$ cat src/rtl/jtag_shift_engine_if.sv
`default_nettype none
// ============================================================================
// Module   : jtag_shift_engine_if
// Brief    : Command/response bundle between the register bank and the JTAG
//            shift engine. cmd_trst exists only when JTAG_TRST_EN is defined.
// Revision : 1.0
// ============================================================================
interface jtag_shift_engine_if #(
  parameter int DATA_W = 32,
  parameter int LEN_W  = $clog2(DATA_W + 1),
  parameter int DIV_W  = 8
);
  logic              cmd_valid;
  logic              cmd_ready;
  logic [LEN_W-1:0]  cmd_len;
  logic [DATA_W-1:0] cmd_tms;
  logic [DATA_W-1:0] cmd_tdi;
  logic [DIV_W-1:0]  cmd_div;
  logic              rsp_valid;
  logic              rsp_ready;
  logic [DATA_W-1:0] rsp_tdo;
  logic              busy;
`ifdef JTAG_TRST_EN
  logic              cmd_trst;

  modport master (
    output cmd_valid, cmd_len, cmd_tms, cmd_tdi, cmd_div, cmd_trst, rsp_ready,
    input  cmd_ready, rsp_valid, rsp_tdo, busy
  );
  modport slave (
    input  cmd_valid, cmd_len, cmd_tms, cmd_tdi, cmd_div, cmd_trst, rsp_ready,
    output cmd_ready, rsp_valid, rsp_tdo, busy
  );
`else
  modport master (
    output cmd_valid, cmd_len, cmd_tms, cmd_tdi, cmd_div, rsp_ready,
    input  cmd_ready, rsp_valid, rsp_tdo, busy
  );
  modport slave (
    input  cmd_valid, cmd_len, cmd_tms, cmd_tdi, cmd_div, rsp_ready,
    output cmd_ready, rsp_valid, rsp_tdo, busy
  );
`endif
endinterface
`default_nettype wire

$ cat src/rtl/jtag_shift_engine.sv
`default_nettype none
// ============================================================================
// Module   : jtag_shift_engine
// Brief    : JTAG master; shifts up to DATA_W TMS/TDI bits LSB first with a
//            programmable TCK half-period and captures TDO into a response.
//            Optional TAP reset pulse enabled by defining JTAG_TRST_EN.
// Revision : 1.0
// ============================================================================
module jtag_shift_engine #(
  parameter int DATA_W = 32,
  parameter int LEN_W  = $clog2(DATA_W + 1),
  parameter int DIV_W  = 8
) (
  input  wire                clk,
  input  wire                rst_n,
  jtag_shift_engine_if.slave bus,
`ifdef JTAG_TRST_EN
  output logic               trst_n,
`endif
  output logic               tck,
  output logic               tms,
  output logic               tdi,
  input  wire                tdo
);

  localparam int IDX_W = (DATA_W > 1) ? $clog2(DATA_W) : 1;

  localparam logic [2:0] S_IDLE = 3'd0;
  localparam logic [2:0] S_LOW  = 3'd1;
  localparam logic [2:0] S_HIGH = 3'd2;
  localparam logic [2:0] S_RESP = 3'd3;
`ifdef JTAG_TRST_EN
  localparam logic [2:0] S_TRST = 3'd4;
`endif

  localparam logic [LEN_W-1:0] c_len_max = LEN_W'(DATA_W);

  logic [2:0]        r_state;
  logic [LEN_W-1:0]  r_len;
  logic [LEN_W-1:0]  r_idx;
  logic [DATA_W-1:0] r_tms_bits;
  logic [DATA_W-1:0] r_tdi_bits;
  logic [DATA_W-1:0] r_cap;
  logic [DIV_W-1:0]  r_div;
  // One extra bit so the TRST phase (2*(div+1) cycles) never wraps at max div.
  logic [DIV_W:0]    r_cnt;
  logic              r_tck;
  logic              r_tms;
  logic              r_tdi;
  logic              r_rsp_valid;
  logic [DATA_W-1:0] r_rsp_tdo;
  logic              r_busy;
  logic              r_cmd_ready;
`ifdef JTAG_TRST_EN
  logic              r_trst_n;
`endif

  logic              w_accept;
  logic [LEN_W-1:0]  w_len_clamped;
  logic              w_phase_end;
  logic [LEN_W-1:0]  w_idx_next;
  logic [IDX_W-1:0]  w_idx_bit;
  logic [IDX_W-1:0]  w_idx_next_bit;
  logic              w_sample;
  logic [DATA_W-1:0] w_cap_next;

  assign w_accept       = bus.cmd_valid & r_cmd_ready;
  assign w_len_clamped  = (bus.cmd_len > c_len_max) ? c_len_max : bus.cmd_len;
  assign w_phase_end    = (r_cnt == {1'b0, r_div});
  assign w_idx_next     = r_idx + 1'b1;
  assign w_idx_bit      = r_idx[IDX_W-1:0];
  assign w_idx_next_bit = w_idx_next[IDX_W-1:0];
  assign w_sample       = (r_state == S_HIGH) && (r_cnt == '0);

  // TDO is taken at the end of the first HIGH cycle; merged combinationally so
  // a div=0 phase (sample and phase end on the same edge) still lands in rsp.
  always_comb begin
    w_cap_next = r_cap;
    if (w_sample) begin
      w_cap_next[w_idx_bit] = tdo;
    end
  end

  always_ff @(posedge clk) begin
    if (!rst_n) begin
      r_state     <= S_IDLE;
      r_len       <= '0;
      r_idx       <= '0;
      r_tms_bits  <= '0;
      r_tdi_bits  <= '0;
      r_cap       <= '0;
      r_div       <= '0;
      r_cnt       <= '0;
      r_tck       <= 1'b0;
      r_tms       <= 1'b1;
      r_tdi       <= 1'b0;
      r_rsp_valid <= 1'b0;
      r_rsp_tdo   <= '0;
      r_busy      <= 1'b0;
      r_cmd_ready <= 1'b0;
`ifdef JTAG_TRST_EN
      r_trst_n    <= 1'b0;
`endif
    end else begin
      case (r_state)
        S_IDLE: begin
          r_cmd_ready <= 1'b1;
          r_busy      <= 1'b0;
`ifdef JTAG_TRST_EN
          r_trst_n    <= 1'b1;
`endif
          if (w_accept) begin
            r_cmd_ready <= 1'b0;
            r_busy      <= 1'b1;
            r_len       <= w_len_clamped;
            r_tms_bits  <= bus.cmd_tms;
            r_tdi_bits  <= bus.cmd_tdi;
            r_div       <= bus.cmd_div;
            r_idx       <= '0;
            r_cap       <= '0;
            r_cnt       <= '0;
`ifdef JTAG_TRST_EN
            if (bus.cmd_trst) begin
              r_state  <= S_TRST;
              r_trst_n <= 1'b0;
              r_tck    <= 1'b0;
              r_tms    <= 1'b1;
            end else
`endif
            if (w_len_clamped == '0) begin
              r_state     <= S_RESP;
              r_rsp_valid <= 1'b1;
              r_rsp_tdo   <= '0;
            end else begin
              r_state <= S_LOW;
              r_tck   <= 1'b0;
              r_tms   <= bus.cmd_tms[0];
              r_tdi   <= bus.cmd_tdi[0];
            end
          end
        end

        S_LOW: begin
          if (w_phase_end) begin
            r_cnt   <= '0;
            r_state <= S_HIGH;
            r_tck   <= 1'b1;
          end else begin
            r_cnt <= r_cnt + 1'b1;
          end
        end

        S_HIGH: begin
          if (w_sample) begin
            r_cap <= w_cap_next;
          end
          if (w_phase_end) begin
            r_cnt <= '0;
            r_idx <= w_idx_next;
            r_tck <= 1'b0;
            if (w_idx_next == r_len) begin
              r_state     <= S_RESP;
              r_rsp_valid <= 1'b1;
              r_rsp_tdo   <= w_cap_next;
            end else begin
              r_state <= S_LOW;
              r_tms   <= r_tms_bits[w_idx_next_bit];
              r_tdi   <= r_tdi_bits[w_idx_next_bit];
            end
          end else begin
            r_cnt <= r_cnt + 1'b1;
          end
        end

        S_RESP: begin
          if (bus.rsp_ready) begin
            r_rsp_valid <= 1'b0;
            r_busy      <= 1'b0;
            r_cmd_ready <= 1'b1;
            r_state     <= S_IDLE;
          end
        end

`ifdef JTAG_TRST_EN
        S_TRST: begin
          if (r_cnt == {r_div, 1'b1}) begin
            r_cnt       <= '0;
            r_trst_n    <= 1'b1;
            r_state     <= S_RESP;
            r_rsp_valid <= 1'b1;
            r_rsp_tdo   <= '0;
          end else begin
            r_cnt <= r_cnt + 1'b1;
          end
        end
`endif

        default: begin
          r_state     <= S_IDLE;
          r_tck       <= 1'b0;
          r_tms       <= 1'b1;
          r_rsp_valid <= 1'b0;
          r_busy      <= 1'b0;
          r_cmd_ready <= 1'b0;
        end
      endcase
    end
  end

  assign bus.cmd_ready = r_cmd_ready;
  assign bus.rsp_valid = r_rsp_valid;
  assign bus.rsp_tdo   = r_rsp_tdo;
  assign bus.busy      = r_busy;
  assign tck           = r_tck;
  assign tms           = r_tms;
  assign tdi           = r_tdi;
`ifdef JTAG_TRST_EN
  assign trst_n        = r_trst_n;
`endif

endmodule
`default_nettype wire

$ cat src/flat_wrapper.sv
// flat-port wrapper written by rule: the top's interface ports become plain ports
module jtag_shift_engine_flat 
#(
  parameter int DATA_W = 32,
  parameter int LEN_W  = $clog2(DATA_W + 1),
  parameter int DIV_W  = 8
)
  (clk, rst_n, tck, tms, tdi, tdo, bus_cmd_valid, bus_cmd_len, bus_cmd_tms, bus_cmd_tdi, bus_cmd_div, bus_rsp_ready, bus_cmd_ready, bus_rsp_valid, bus_rsp_tdo, bus_busy);
  jtag_shift_engine_if #(.DATA_W(DATA_W), .LEN_W(LEN_W), .DIV_W(DIV_W)) bus_i ();
  input  wire clk;
  input  wire rst_n;
  output logic tck;
  output logic tms;
  output logic tdi;
  input  wire tdo;
  input wire logic [$bits(bus_i.cmd_valid)-1:0] bus_cmd_valid;
  input wire logic [$bits(bus_i.cmd_len)-1:0] bus_cmd_len;
  input wire logic [$bits(bus_i.cmd_tms)-1:0] bus_cmd_tms;
  input wire logic [$bits(bus_i.cmd_tdi)-1:0] bus_cmd_tdi;
  input wire logic [$bits(bus_i.cmd_div)-1:0] bus_cmd_div;
  input wire logic [$bits(bus_i.rsp_ready)-1:0] bus_rsp_ready;
  output wire logic [$bits(bus_i.cmd_ready)-1:0] bus_cmd_ready;
  output wire logic [$bits(bus_i.rsp_valid)-1:0] bus_rsp_valid;
  output wire logic [$bits(bus_i.rsp_tdo)-1:0] bus_rsp_tdo;
  output wire logic [$bits(bus_i.busy)-1:0] bus_busy;
  assign bus_i.cmd_valid = bus_cmd_valid;
  assign bus_i.cmd_len = bus_cmd_len;
  assign bus_i.cmd_tms = bus_cmd_tms;
  assign bus_i.cmd_tdi = bus_cmd_tdi;
  assign bus_i.cmd_div = bus_cmd_div;
  assign bus_i.rsp_ready = bus_rsp_ready;
  assign bus_cmd_ready = bus_i.cmd_ready;
  assign bus_rsp_valid = bus_i.rsp_valid;
  assign bus_rsp_tdo = bus_i.rsp_tdo;
  assign bus_busy = bus_i.busy;
  jtag_shift_engine #(.DATA_W(DATA_W), .LEN_W(LEN_W), .DIV_W(DIV_W)) u_core (.clk(clk), .rst_n(rst_n), .bus(bus_i), .tck(tck), .tms(tms), .tdi(tdi), .tdo(tdo));
endmodule
$ cat config.mk
export PLATFORM = sky130hd
export DESIGN_NAME = jtag_shift_engine_flat
export DESIGN_NICKNAME = d
export VERILOG_FILES = /design/src/rtl/jtag_shift_engine_if.sv /design/src/rtl/jtag_shift_engine.sv /design/src/flat_wrapper.sv
export SDC_FILE = /design/constraint.sdc
export NUM_CORES = 1
export LEC_CHECK = 0
export ABC_AREA = 1
export CORE_UTILIZATION = 55
export DETAILED_ROUTE_END_ITERATION = 12
export PLACE_DENSITY_LB_ADDON = 0.12
export SLEW_MARGIN = 20
export SYNTH_ARGS = -nofsm -noshare
export SYNTH_HDL_FRONTEND = slang
export SYNTH_SLANG_ARGS = --single-unit
$ cat constraint.sdc
create_clock -name clk -period 2.6 [get_ports clk]
set_input_delay 0.78 -clock clk [delete_from_list [all_inputs] [get_ports clk]]
set_output_delay 0.78 -clock clk [all_outputs]
set_load 0.01 [all_outputs]
==> metrics <==
Post-CTS Resized 0; DRT iter0 DRCs ~530; Fin Setup TNS 0 ps; clock transition at the registers of the reported paths 60 ps; reg2reg end u_core.bus.rsp_tdo[19]; P_sw 4250 uW; final setup violation count 0; Cell Chain, Critical Path ha_1 -> inv_2 -> nand2_2 -> nand2_4 -> nand2_1 -> nand3_1 -> nor2_2 -> nand3_2 -> a21oi_2 -> nand3_1 -> nand2_1 -> nor2_1; min cycle time layout roughly 2400 ps; Synth Flop Type dfxtp_1; worst reg-to-reg path cell count 12; Die Ht between 100 and 150 um; routed length on met1 between 9 and 10 mm; PD cells roughly 1100 nW/um^2; CTS tree done; Worst R2R Start u_core.r_idx[1]; gate count of the mapped netlist 1258; Crit Path Class register to register; CP max stage cell dfxtp_1; startpoint types register; Synth top area share 39.7%; Worst-Skew Late Latency ~420 ps; Synth Register Bits about 170; worst hold stages 2; status complete, but fails checks; CTS Buf Count 17; Yosys top cell by area dfxtp_1; number of distinct library cells after synthesis 36; # nets final approximately 1400; max layer used met4; Worst Skew between 6 and 7 ps; H-Tree Depth 4; Rel. slew slack between 60% and 70%; Synth Warn # 0; CTS Root Cell clkbuf_16; min-delay src u_core.r_tms_bits[6]; Site Rows between 40 and 50; vias per cell approximately 5.3; I/O pin count roughly 120; Final HPWL DP roughly 14 mm; WL final 20.8 mm; Sw Ratio 38.7%; initial antenna violation count 0; postcts setup bufs 0; fmax 411 MHz; fin crit share between 90 and 100%; # DRC 11; CP Max Fanout 10; GRT Util Overall 27.1%; initial core utilization a little under three fifths; Post-Syn Area 8320 sq um; post-synthesis sequential area ratio approximately 40%; Max IR drop VDD 0.609 mV; Core ar. between 10000 and 15000 sq um; via count slightly above 8000; Internal slightly below 7000 uW; synthesis-to-finish area growth 24.5%; CP required around 3000 ps; Static Leak about 0.0042 uW; PortBufs 120; die width 125 um; grt total ovfl 0; most frequent cells after synthesis nand2_1, dfxtp_1, a21oi_1; count leader, synth nand2_1; EDFF count, synth 0; Reg power frac about 33%; Worst Hold Path EP u_core.r_tms_bits[6]; wire length per cell about 13 um; die area 15600 sq um; CP endpoint kind register; share of cells above drive strength 1 under 10%; Longest Clk Path Bufs 2; Worst Path Arrival 2760 ps; Comb pwr share 42.7%; antenna-violating nets left 0; unrepaired setup endpoints after global routing false; Fin Hold WS 451 ps; TritonRoute pass-1 iters 9; Multi-input gate area 4220 sq um; CTS hold repair buffers 0; Slew @ Worst Pin just under 600 ps; GP Congestion between 0.8 and 0.9; reg2reg setup slack about 170 ps; largest net degree at the start of global routing 79; syn_area_per_cell ~6.6 sq um; WL met2 ~10 mm; vias in the first global route 7403; Final Max Tran Viols 0; register area ~3300 sq um; clk sinks between 150 and 200; met3 wire length about 990 um; Synth area leaders dfxtp_1, nand2_1, a21oi_1; failing checks DRC; max cap viols 0; max incr delay on CP 410 ps; HP Class register to register; first-pass GRT wire length 35.0 mm; Syn Nets ~1400; ANT cells 0; Final Hold Vio Count 0; async set-reset flop share out of synthesis 0%; # fillers about 1300; clock network power share between 20 and 25%
registers in the layout, summed over array words and instances, names as in the netlist:
name,count
u_core.bus.busy,1
u_core.bus.cmd_ready,1
u_core.bus.rsp_tdo,32
u_core.bus.rsp_valid,1
u_core.r_cap,32
u_core.r_cnt,9
u_core.r_div,8
u_core.r_idx,6
u_core.r_len,6
u_core.r_state,2
u_core.r_tdi_bits,32
u_core.r_tms_bits,32
u_core.tck,1
u_core.tdi,1
u_core.tms,1
cell families after synthesis:
logic type	after synthesis	share of synthesized area, %
AOI/OAI and AO/OA	348	23.1
xor gates and xnor gates	5	0.527
and+or+nand+nor	524	25.2
buffers and inverters	205	9.75
adders and majority gates	11	1.65
DFF	165	39.7
power groups by stage:
stage          logic (uW)  registers, uW  clock network [uW]
6_report             4680           3580                2710
5_1_grt              5270           3660                2860
4_1_cts              4690           3580                2740
3_3_place_gp         4570           3600                   0
3_5_place_dp         4650           3620                   0
2_1_floorplan        3030           3660                   0
metrics by stage:
| stage | worst slack [ps] | cells | total power (uW) | utilization [%] | area, sq um |
|---|---|---|---|---|---|
| 2_1_floorplan | 468 | 1258 | 6700 | - | 8320 |
| 3_3_place_gp | 117 | 1518 | 8180 | 66.4 | 9720 |
| 3_5_place_dp | 61.9 | 1518 | 8270 | 66.4 | 9720 |
| 4_1_cts | 202 | 1550 | 11000 | 70.7 | 10400 |
| 5_1_grt | 31.8 | 1550 | 11800 | 70.7 | 10400 |
| 6_report | 165 | 1550 | 11000 | 70.7 | 10400 |
how the worst max path moves through the flow:
stage | from | endpoint | slack (ps)
global placement | bus_cmd_valid | u_core.r_cnt[8] | 120
floorplan | u_core.r_idx[0] | u_core.bus.rsp_tdo[10] | 470
detailed placement | bus_cmd_valid | u_core.r_cnt[8] | 60
CTS | u_core.r_idx[1] | u_core.bus.rsp_tdo[16] | 200
finish | u_core.r_idx[1] | u_core.bus.rsp_tdo[19] | 170
global route | u_core.r_idx[1] | u_core.bus.rsp_tdo[27] | 30
layout make-up:
cell class              count  area share, %
repair buffers            151           14.3
inverters                 130           4.71
well taps                 184           2.22
flip-flops and latches    165           31.9
clock buffers              18           4.24
clock inverters            14           1.91
multi-input cells         888           40.7
worst max-delay path: cells and delay by family, from the launching register on:
kind / cells / cell delay [ps]
AO/OA/AOI/OAI: 1 / 390
flip-flops: 1 / 410
adder cells (fa/ha/maj): 1 / 380
AND/OR/NAND/NOR: 9 / 970
buffers and inverters: 1 / 160
placed cells by master (no fill, tap or decap), types with 2 or more instances in the layout:
master	Yosys	final
nand2_1	373	373
dfxtp_1	165	164
a21oi_1	151	151
o21ai_0	135	135
inv_1	122	122
clkdlybuf4s50_1	0	119
nor2_1	73	73
nand3_1	52	51
buf_4	1	27
a21oi_2	21	21
clkbuf_16	0	17
o31ai_1	15	15
o211ai_1	13	13
ha_1	11	10
nor3_1	9	9
nand2_2	6	6
a211oi_1	6	6
inv_2	5	5
clkinvlp_4	0	5
xor2_1	4	4
inv_6	0	4
bufinv_16	0	4
buf_12	0	4
clkinv_1	3	3
nor2_2	3	3
nand4_1	3	3
nand3_2	2	2
metal layers:
metal,global-route usage (%),vias up
met5,0,-
met4,9.47,0
met2,44.5,227
met3,5.26,30
li1,-,4264
met1,35.7,3756
No activity file was read; power rests on OpenSTA's default activity.
